<file path="config.mk">
export PLATFORM = sky130hd
export DESIGN_NAME = usb_tx_sched
export DESIGN_NICKNAME = d
export VERILOG_FILES = /design/src/rtl/usb_tx_sched.sv
export SDC_FILE = /design/constraint.sdc
export NUM_CORES = 1
export LEC_CHECK = 0
export CAP_MARGIN = 0
export CORE_MARGIN = 2
export CORE_UTILIZATION = 40
export CTS_BUF_LIST = sky130_fd_sc_hd__clkbuf_4 sky130_fd_sc_hd__clkbuf_8
export DETAILED_ROUTE_END_ITERATION = 12
export DONT_BUFFER_PORTS = 1
export PLACE_DENSITY = 0.54
export SKIP_LAST_GASP = 1
export SLEW_MARGIN = 20
export SYNTH_ARGS = -nofsm -noshare
export SYNTH_HDL_FRONTEND = slang
export SYNTH_SLANG_ARGS = --single-unit
</file>
<file path="constraint.sdc">
create_clock -name clk -period 2.2 [get_ports clk]
set_input_delay 0.22 -clock clk [delete_from_list [all_inputs] [get_ports clk]]
set_output_delay 0.22 -clock clk [all_outputs]
set_load 0.02 [all_outputs]
</file>
<file path="src/rtl/usb_tx_sched.sv">
// usb_tx_sched: arbitrates handshake and DATA0 requests in front of the USB TX
// serializer. It issues the start pulse, enforces the inter-packet gap, detects
// a serializer that never starts, and reports the packet outcome.
module usb_tx_sched #(
  parameter int IPG_CYCLES    = 16,
  parameter int START_TIMEOUT = 16,
  parameter int MAX_PKT       = 64
) (
  input  logic       clk,
  input  logic       rst,
  input  logic       hs_req,
  input  logic [1:0] hs_type,
  input  logic       data_req,
  input  logic [6:0] buffer_occupancy,
  input  logic       tx_transfer_active,
  input  logic       tx_error,
  output logic       tx_start,
  output logic [1:0] tx_packet,
  output logic       hs_grant,
  output logic       data_grant,
  output logic       tx_done,
  output logic       timeout_err,
  output logic       size_err,
  output logic       xfer_err,
  output logic       busy,
  output logic [7:0] pkt_count
);

  typedef enum logic [2:0] {
    S_IDLE,
    S_START,
    S_WAIT_ACT,
    S_ACTIVE,
    S_GAP
  } state_t;

  localparam logic [7:0] IPG_LAST   = 8'(IPG_CYCLES - 1);
  localparam logic [7:0] START_LAST = 8'(START_TIMEOUT - 1);
  localparam logic [6:0] MAX_OCC    = 7'(MAX_PKT);

  state_t     state_reg, state_next;
  logic [7:0] timer_reg, timer_next;
  logic       err_reg, err_next;
  logic [1:0] packet_reg, packet_next;
  logic [7:0] count_reg, count_next;
  logic       start_reg, start_next;
  logic       hs_grant_reg, hs_grant_next;
  logic       data_grant_reg, data_grant_next;
  logic       done_reg, done_next;
  logic       timeout_reg, timeout_next;
  logic       size_reg, size_next;
  logic       xfer_reg, xfer_next;
  logic       busy_reg, busy_next;

  // Every output is a flop; the pulses are decided one cycle ahead in the
  // next-state logic so nothing combinational reaches the ports.
  assign tx_start    = start_reg;
  assign tx_packet   = packet_reg;
  assign hs_grant    = hs_grant_reg;
  assign data_grant  = data_grant_reg;
  assign tx_done     = done_reg;
  assign timeout_err = timeout_reg;
  assign size_err    = size_reg;
  assign xfer_err    = xfer_reg;
  assign busy        = busy_reg;
  assign pkt_count   = count_reg;

  // State, timer, error latch and registered outputs.
  always_ff @(posedge clk or posedge rst) begin
    if (rst) begin
      state_reg      <= S_IDLE;
      timer_reg      <= 8'd0;
      err_reg        <= 1'b0;
      packet_reg     <= 2'd0;
      count_reg      <= 8'd0;
      start_reg      <= 1'b0;
      hs_grant_reg   <= 1'b0;
      data_grant_reg <= 1'b0;
      done_reg       <= 1'b0;
      timeout_reg    <= 1'b0;
      size_reg       <= 1'b0;
      xfer_reg       <= 1'b0;
      busy_reg       <= 1'b0;
    end else begin
      state_reg      <= state_next;
      timer_reg      <= timer_next;
      err_reg        <= err_next;
      packet_reg     <= packet_next;
      count_reg      <= count_next;
      start_reg      <= start_next;
      hs_grant_reg   <= hs_grant_next;
      data_grant_reg <= data_grant_next;
      done_reg       <= done_next;
      timeout_reg    <= timeout_next;
      size_reg       <= size_next;
      xfer_reg       <= xfer_next;
      busy_reg       <= busy_next;
    end
  end

  // Next-state decode plus the output values for the following cycle.
  always_comb begin
    state_next      = state_reg;
    timer_next      = timer_reg;
    err_next        = err_reg;
    packet_next     = packet_reg;
    count_next      = count_reg;
    start_next      = 1'b0;
    hs_grant_next   = 1'b0;
    data_grant_next = 1'b0;
    done_next       = 1'b0;
    timeout_next    = 1'b0;
    size_next       = 1'b0;
    xfer_next       = 1'b0;

    case (state_reg)
      S_IDLE: begin
        // Handshake always wins; a PID of 0 is sent as NAK.
        if (hs_req) begin
          packet_next   = (hs_type == 2'd0) ? 2'd2 : hs_type;
          state_next    = S_START;
          start_next    = 1'b1;
          hs_grant_next = 1'b1;
        end else if (data_req) begin
          if (buffer_occupancy <= MAX_OCC) begin
            packet_next     = 2'd0;
            state_next      = S_START;
            start_next      = 1'b1;
            data_grant_next = 1'b1;
          end else begin
            // Oversize payload: reject, but still honour the gap.
            size_next  = 1'b1;
            timer_next = 8'd0;
            state_next = S_GAP;
          end
        end
      end
      S_START: begin
        timer_next = 8'd0;
        state_next = S_WAIT_ACT;
      end
      S_WAIT_ACT: begin
        // Serializer errors before it goes active are not attributed to the packet.
        if (tx_transfer_active) begin
          state_next = S_ACTIVE;
        end else if (timer_reg == START_LAST) begin
          timeout_next = 1'b1;
          timer_next   = 8'd0;
          state_next   = S_GAP;
        end else begin
          timer_next = timer_reg + 8'd1;
        end
      end
      S_ACTIVE: begin
        if (tx_error) begin
          err_next = 1'b1;
        end
        if (!tx_transfer_active) begin
          timer_next = 8'd0;
          state_next = S_GAP;
          if (err_reg || tx_error) begin
            xfer_next = 1'b1;
          end else begin
            done_next  = 1'b1;
            count_next = count_reg + 8'd1;
          end
        end
      end
      S_GAP: begin
        if (timer_reg == IPG_LAST) begin
          timer_next = 8'd0;
          err_next   = 1'b0;
          state_next = S_IDLE;
        end else begin
          timer_next = timer_reg + 8'd1;
        end
      end
      default: begin
        state_next = S_IDLE;
      end
    endcase

    busy_next = (state_next != S_IDLE);
  end

endmodule

</file>
==> results of run 1 <==
==> metal layers <==
layer	part of all wire (%)	track usage, %	vias to the layer above	routed length (um)
met2	45	22.55	25	1423
met1	48	21.13	567	1513
met4	1.6	6.888	0	49
li1	-	-	576	-
met5	0	0	-	0
met3	4.5	5.167	4	141
==> power groups by stage <==
stage	Combinational, uW	Clock [uW]	Sequential (uW)
after floorplan	628	0	867
after global placement	665	0	946
after detailed placement	677	0	951
after CTS	683	444	944
after global routing	772	473	970
final	681	432	943
==> final timing paths <==
check,slack (ns),cells after the start,from,endpoint
min in group asynchronous,0.51,2,rst,xfer_err
hold / removal,0.04,1,tx_error,tx_done
setup reg to reg,0.33,4,state_reg[2],busy
hold reg to reg,0.57,1,err_reg,tx_done
setup / recovery,0.33,4,state_reg[2],busy
max in group asynchronous,1.11,3,rst,timer_reg[7]
==> cells in the mapped netlist, types with 2 or more instances <==
library cell	number
sky130_fd_sc_hd__and3_1	3
sky130_fd_sc_hd__nor4_1	2
sky130_fd_sc_hd__nand4_1	8
sky130_fd_sc_hd__a21oi_1	9
sky130_fd_sc_hd__o21a_1	2
sky130_fd_sc_hd__xnor2_1	6
sky130_fd_sc_hd__a211o_1	2
sky130_fd_sc_hd__xor2_1	2
sky130_fd_sc_hd__nor2_1	9
sky130_fd_sc_hd__o2bb2ai_1	2
sky130_fd_sc_hd__dfrtp_1	30
sky130_fd_sc_hd__nor3_1	4
sky130_fd_sc_hd__inv_1	16
sky130_fd_sc_hd__o21ai_0	3
sky130_fd_sc_hd__o211ai_1	5
sky130_fd_sc_hd__ha_1	2
sky130_fd_sc_hd__mux2i_1	2
sky130_fd_sc_hd__and2_1	2
sky130_fd_sc_hd__nand3_1	5
sky130_fd_sc_hd__nand2_1	9
sky130_fd_sc_hd__and2_2	2
==> critical path, cell delays in order, from the launching register on <==
cell and delay (ns):
sky130_fd_sc_hd__dfrtp_1 0.61, sky130_fd_sc_hd__and2b_2 0.29, sky130_fd_sc_hd__and2_1 0.17, sky130_fd_sc_hd__a211o_1 0.29, sky130_fd_sc_hd__a2111o_1 0.39
==> metrics by stage <==
stage / cells / setup WS (ns) / area, um2 / hold WS (ns) / utilization, %
3_5_place_dp: 206 / 0.3493 / 1672 / 0.2836 / 42.40
6_report: 214 / 0.3274 / 1765 / 0.04341 / 44.78
4_1_cts: 214 / 0.3269 / 1765 / 0.03805 / 44.78
3_3_place_gp: 206 / 0.3822 / 1672 / 0.2827 / 42.40
5_1_grt: 214 / 0.1759 / 1765 / 0.04053 / 44.78
2_1_floorplan: 156 / 0.4726 / 1615 / 0.3108 / -
==> logic make-up after synthesis <==
logic type | after synthesis | share of synthesized area (%)
muxes | 3 | 1.936
buffers and inverters | 20 | 5.964
xor gates and xnor gates | 8 | 4.338
AOI/OAI and AO/OA | 34 | 15.26
DFF | 30 | 46.48
adders and majority gates | 2 | 1.549
and+or+nand+nor | 59 | 24.48
==> cell type report <==
type | count | share of cell area (%)
multi-input combinational | 106 | 43.52
inverter | 16 | 3.402
tap | 50 | 3.544
timing repair buffer | 5 | 2.268
sequential | 30 | 42.52
clock buffer | 7 | 4.748
==> repair_timing <==
item                                   4_1_cts  5_1_grt
endpoints found under the hold margin       18        0
setup endpoints to repair                    0        0
hold buffers                                 1        0
==> flow_metrics.env, run 1 <==
export IMPL_hold_path_class="input port to register"
export IMPL_fp_dieArea_um2=4562
export IMPL_detailed_place_hpwl_um=2321
export IMPL_cts_htree_levels=2
export IMPL_synth_warnings=0
export IMPL_coreArea_um2=3943
export IMPL_worst_setup_hold_path_clk_slew_ns=0.06
export IMPL_postCtsSetupRepairBufs=0
export IMPL_power_clock_fraction_pct=21.0
export IMPL_synth_top_cells_by_area="sky130_fd_sc_hd__dfrtp_1, sky130_fd_sc_hd__inv_1, sky130_fd_sc_hd__xnor2_1"
export IMPL_synth_largest_type_area_fraction_pct=46.48
export IMPL_worstPathMaxFanout=13
export IMPL_intPower_uw=1217
export IMPL_layout_cells_most_common="sky130_fd_sc_hd__dfrtp_1"
export IMPL_synth_seq_cells=30
export IMPL_drcViolationCount=0
export IMPL_ys_dominant_reg_cell="sky130_fd_sc_hd__dfrtp_1"
export IMPL_area_overhead_vs_synth_pct=9.295
export IMPL_area_sequential_um2=750.7
export IMPL_cp_data_required_time_ns=2.36
export IMPL_fmax_ghz=0.5340
export IMPL_route_vias_total=1172
export IMPL_worst_ir_drop_vdd_v=0.0004749
export IMPL_setup_worst_path_class="register to register"
export IMPL_synth_enable_flop_cells=0
export IMPL_yosysSeqAreaShare_pct=46.48
export IMPL_layout_common_cells="sky130_fd_sc_hd__dfrtp_1, sky130_fd_sc_hd__inv_1, sky130_fd_sc_hd__a21oi_1, sky130_fd_sc_hd__nor2_1, sky130_fd_sc_hd__nand2_1"
export IMPL_first_iter_violations=41
export IMPL_cellLeakagePower_uw=0.0008089
export IMPL_worst_pin_slew_ns=0.7373
export IMPL_initial_core_util_pct=40.97
export IMPL_syn_mean_instance_area_um2=10.35
export IMPL_numCtsBuffers=5
export IMPL_cts_repair_resize_count=0
export IMPL_wire_length_of_the_first_global_routing_pass_um=5188
export IMPL_end_kind="register"
export IMPL_cts_root_buf="sky130_fd_sc_hd__clkbuf_8"
export IMPL_multiInputGateArea_um2=768.2
export IMPL_p_per_area_nw_per_um2=1165
export IMPL_timing_clock_skew_ns=0.004404
export IMPL_synth_cell_type_count=52
export IMPL_chip_height_um=67.55
export IMPL_relSlewSlack_pct=50.79
export IMPL_avgRoutedWirePerCell_um=14.62
export IMPL_first_global_vias=1075
export IMPL_final_setup_tns_ns=0
export IMPL_ctsLongestPathBuffers=2
export IMPL_report_final_slew_viol_count=0
export IMPL_fin_crit_sh_pct=85.12
export IMPL_totalPowerFinal_uw=2056
export IMPL_syn_inst=156
export IMPL_final_antenna_net_count=0
export IMPL_boundaryPins=33
export IMPL_drt_pass1_iter_count=4
export IMPL_setup_viol_count_final=0
export IMPL_grt_overflow_total=0
export IMPL_detail_route_vias_per_cell=5.477
export IMPL_share_seq_of_total_power_pct=45.9
export IMPL_diodes=0
export IMPL_tritoncts="built"
export IMPL_outcome="finished clean"
export IMPL_synthesis_nets=173
export IMPL_final_period_minus_worst_setup_slack_ns=1.873
export IMPL_post_synth_instance_area_um2=1615
export IMPL_routed_wirelength_um=3128
export IMPL_net_switching_uw=838.9
export IMPL_grt_start_max_net_pins=21
export IMPL_fin_nets=181
export IMPL_timing_hold_violations_final=0
export IMPL_num_rows=23
export IMPL_placement_io_buffers=0
export IMPL_cap_violations=0
export IMPL_worstSkewPairLatency_ns=0.28
export IMPL_rsz_0062_raised_after_global_routing="false"
export IMPL_startpoint_type="register"
export IMPL_grtUsageTotal_pct=15.61
export IMPL_drive_above_1_share_pct=15.24
export IMPL_dieWidth_um=67.55
export IMPL_gp_congestion=0.7921
export IMPL_antenna_found_initial=0
export IMPL_power_share_combinational_pct=33.1
export IMPL_sw_share_pct=40.80
export IMPL_cts_num_sinks=30
export IMPL_fillerInstances=367
export IMPL_cp_data_arrival_time_ns=2.03
export IMPL_post_synth_arst_share_pct=100.0
export IMPL_yosysTopAreaCell="sky130_fd_sc_hd__dfrtp_1"
No activity file was read; power rests on OpenSTA's default activity.
==> run 2: changes to the inputs <==
--- a/config.mk
+++ b/config.mk
@@ -8,7 +8,7 @@
 export CAP_MARGIN = 0
 export CORE_MARGIN = 2
 export CORE_UTILIZATION = 40
-export CTS_BUF_LIST = sky130_fd_sc_hd__clkbuf_4 sky130_fd_sc_hd__clkbuf_8
+export CTS_BUF_LIST = sky130_fd_sc_hd__clkbuf_16
 export DETAILED_ROUTE_END_ITERATION = 12
 export DONT_BUFFER_PORTS = 1
 export PLACE_DENSITY = 0.54
==> run 2 against run 1 <==
Non-clock buffer count unchanged. Combinational power about the same. Design area increased by 2.8%. Global-route usage increased by 0.11 points. Clock skew about the same. Worst hold slack improved by 0.013 ns. Flip-flop and latch count unchanged. Critical path type unchanged. Critical endpoint is now pkt_count[6]. Highest routed layer unchanged.
==> flow_metrics.env, run 2 (same netlist as run 1, synthesis figures left out) <==
export IMPL_final_period_minus_worst_setup_slack_ns=1.863
export IMPL_share_seq_of_total_power_pct=42.2
export IMPL_worstSkewPairLatency_ns=0.27
export IMPL_outcome="finished clean"
export IMPL_report_final_slew_viol_count=0
export IMPL_relSlewSlack_pct=50.36
export IMPL_dpl_instance_area_um2=1672
export IMPL_cp_data_required_time_ns=2.35
export IMPL_groute_layer_met2_usage_pct=22.55
export IMPL_area_overhead_vs_synth_pct=12.32
export IMPL_power_clock_fraction_pct=27.4
export IMPL_core_utilization_of_the_finished_layout_pct=46.02
export IMPL_worst_pin_slew_ns=0.7438
export IMPL_cellLeakagePower_uw=0.0008360
export IMPL_end_kind="register"
export IMPL_diodes=0
export IMPL_cts_num_sinks=30
export IMPL_cts_root_buf="sky130_fd_sc_hd__clkbuf_16"
export IMPL_grt_overflow_total=0
export IMPL_global_route_usage_met1_pct=21.15
export IMPL_routed_wirelength_um=3146
export IMPL_p_per_area_nw_per_um2=1235
export IMPL_tritoncts="built"
export IMPL_route_vias_total=1153
export IMPL_grt_start_max_net_pins=21
export IMPL_critical_path_cell_chain="nand4bb_1 -> nor4_1 -> nand4_1 -> xnor2_1"
export IMPL_boundaryPins=33
export IMPL_sw_share_pct=38.47
export IMPL_fmax_ghz=0.5368
export IMPL_cts_repair_resize_count=0
export IMPL_hold_path_class="input port to register"
export IMPL_cts_htree_levels=2
export IMPL_fp_dieArea_um2=4562
export IMPL_power_share_combinational_pct=30.4
export IMPL_final_setup_tns_ns=0
export IMPL_area_sequential_um2=750.7
export IMPL_setup_viol_count_final=0
export IMPL_grtUsageTotal_pct=15.72
export IMPL_cp_slowest_cell="sky130_fd_sc_hd__dfrtp_1"
export IMPL_worst_setup_hold_path_clk_slew_ns=0.05
export IMPL_detailed_place_hpwl_um=2321
export IMPL_intPower_uw=1378
export IMPL_gp_congestion=0.7921
export IMPL_first_iter_violations=65
export IMPL_timing_clock_skew_ns=0.004249
export IMPL_layout_cells_most_common="sky130_fd_sc_hd__dfrtp_1"
export IMPL_top_usage_layer="met2"
export IMPL_first_global_vias=1072
export IMPL_rsz_0062_raised_after_global_routing="false"
export IMPL_cap_violations=0
export IMPL_postCtsSetupRepairBufs=0
export IMPL_detail_route_vias_per_cell=5.388
export IMPL_drcViolationCount=0
export IMPL_timing_hold_violations_final=0
export IMPL_met3_capacity_usage_during_global_routing_pct=7.167
export IMPL_drt_pass1_iter_count=4
export IMPL_cp_data_arrival_time_ns=2.01
export IMPL_multiInputGateArea_um2=768.2
export IMPL_wire_length_of_the_first_global_routing_pass_um=5209
export IMPL_fin_hold_ws_ns=0.05602
export IMPL_fin_crit_sh_pct=84.68
export IMPL_chip_height_um=67.55
export IMPL_avgRoutedWirePerCell_um=14.70
export IMPL_fillerInstances=360
export IMPL_postLayoutCellArea_um2=1814
export IMPL_final_antenna_net_count=0
export IMPL_layout_common_cells="sky130_fd_sc_hd__dfrtp_1, sky130_fd_sc_hd__inv_1, sky130_fd_sc_hd__a21oi_1, sky130_fd_sc_hd__nor2_1, sky130_fd_sc_hd__nand2_1"
export IMPL_fin_nets=181
export IMPL_setup_worst_path_class="register to register"
export IMPL_coreArea_um2=3943
export IMPL_initial_core_util_pct=40.97
export IMPL_cp_slowest_stage_delay_ns=0.53
export IMPL_worst_ir_drop_vdd_v=0.0005372
export IMPL_ctsLongestPathBuffers=2
export IMPL_dieWidth_um=67.55
export IMPL_placement_io_buffers=0
export IMPL_worstPathMaxFanout=13
export IMPL_drive_above_1_share_pct=14.02
export IMPL_antenna_found_initial=0
export IMPL_net_switching_uw=861.9
export IMPL_startpoint_type="register"
export IMPL_numCtsBuffers=5
export IMPL_num_rows=23
[run 2: cell types whose count changed in the layout (fill, tap and decap cells not counted), sizes merged]
cell    change
clkbuf      -2
inv         +2
[run 2: final timing paths]
path | end | slack (ns) | cells past startpoint | startpoint
setup / recovery | pkt_count[6] | 0.34 | 4 | state_reg[2]
hold / removal | tx_done | 0.06 | 1 | tx_error
setup reg to reg | pkt_count[6] | 0.34 | 4 | state_reg[2]
hold reg to reg | timer_reg[1] | 0.57 | 2 | timer_reg[1]
max in group asynchronous | timer_reg[7] | 1.09 | 3 | rst
min in group asynchronous | xfer_err | 0.52 | 2 | rst
[run 2: layer usage]
metal | vias to the layer above | wire, um
li1 | 576 | -
met1 | 555 | 1526
met2 | 20 | 1458
met3 | 2 | 137
met4 | 0 | 25
met5 | - | 0
[run 2: area by class of cell]
cell class	instances	share of cell area [%]
multi-input combinational	106	42.34
sequential	30	41.38
clock buffer	5	6.897
tap	50	3.448
inverter	16	3.310
timing repair buffer	5	2.207
clock inverter	2	0.4138
[run 2: stage by stage]
| step | std cells | power, uW | worst slack (ns) |
|---|---|---|---|
| final | 214 | 2240 | 0.3370 |
| after global routing | 214 | 2410 | 0.1791 |
| after CTS | 214 | 2259 | 0.3298 |
| after detailed placement | 206 | 1628 | 0.3493 |
| after global placement | 206 | 1611 | 0.3822 |
| after floorplan | 156 | 1495 | 0.4726 |
[run 2: power groups by stage]
| stage | registers, uW | clock network, uW | logic, uW |
|---|---|---|---|
| floorplan | 867 | 0 | 628 |
| global route | 971 | 666 | 773 |
| detailed placement | 951 | 0 | 677 |
| global placement | 946 | 0 | 665 |
| finish | 945 | 614 | 681 |
| CTS | 946 | 630 | 684 |
[run 2: critical path, delay by kind of cell, from the launching register on]
| kind | cells | cell delay [ns] |
|---|---|---|
| DFF | 1 | 0.53 |
| xor gates and xnor gates | 1 | 0.16 |
| and+or+nand+nor | 3 | 1.05 |
[run 2: what timing repair did]
| action | 4_1_cts | 5_1_grt |
|---|---|---|
| endpoints found under the setup margin | 0 | 0 |
| hold buffers | 1 | 0 |
| hold endpoints to repair | 11 | 0 |
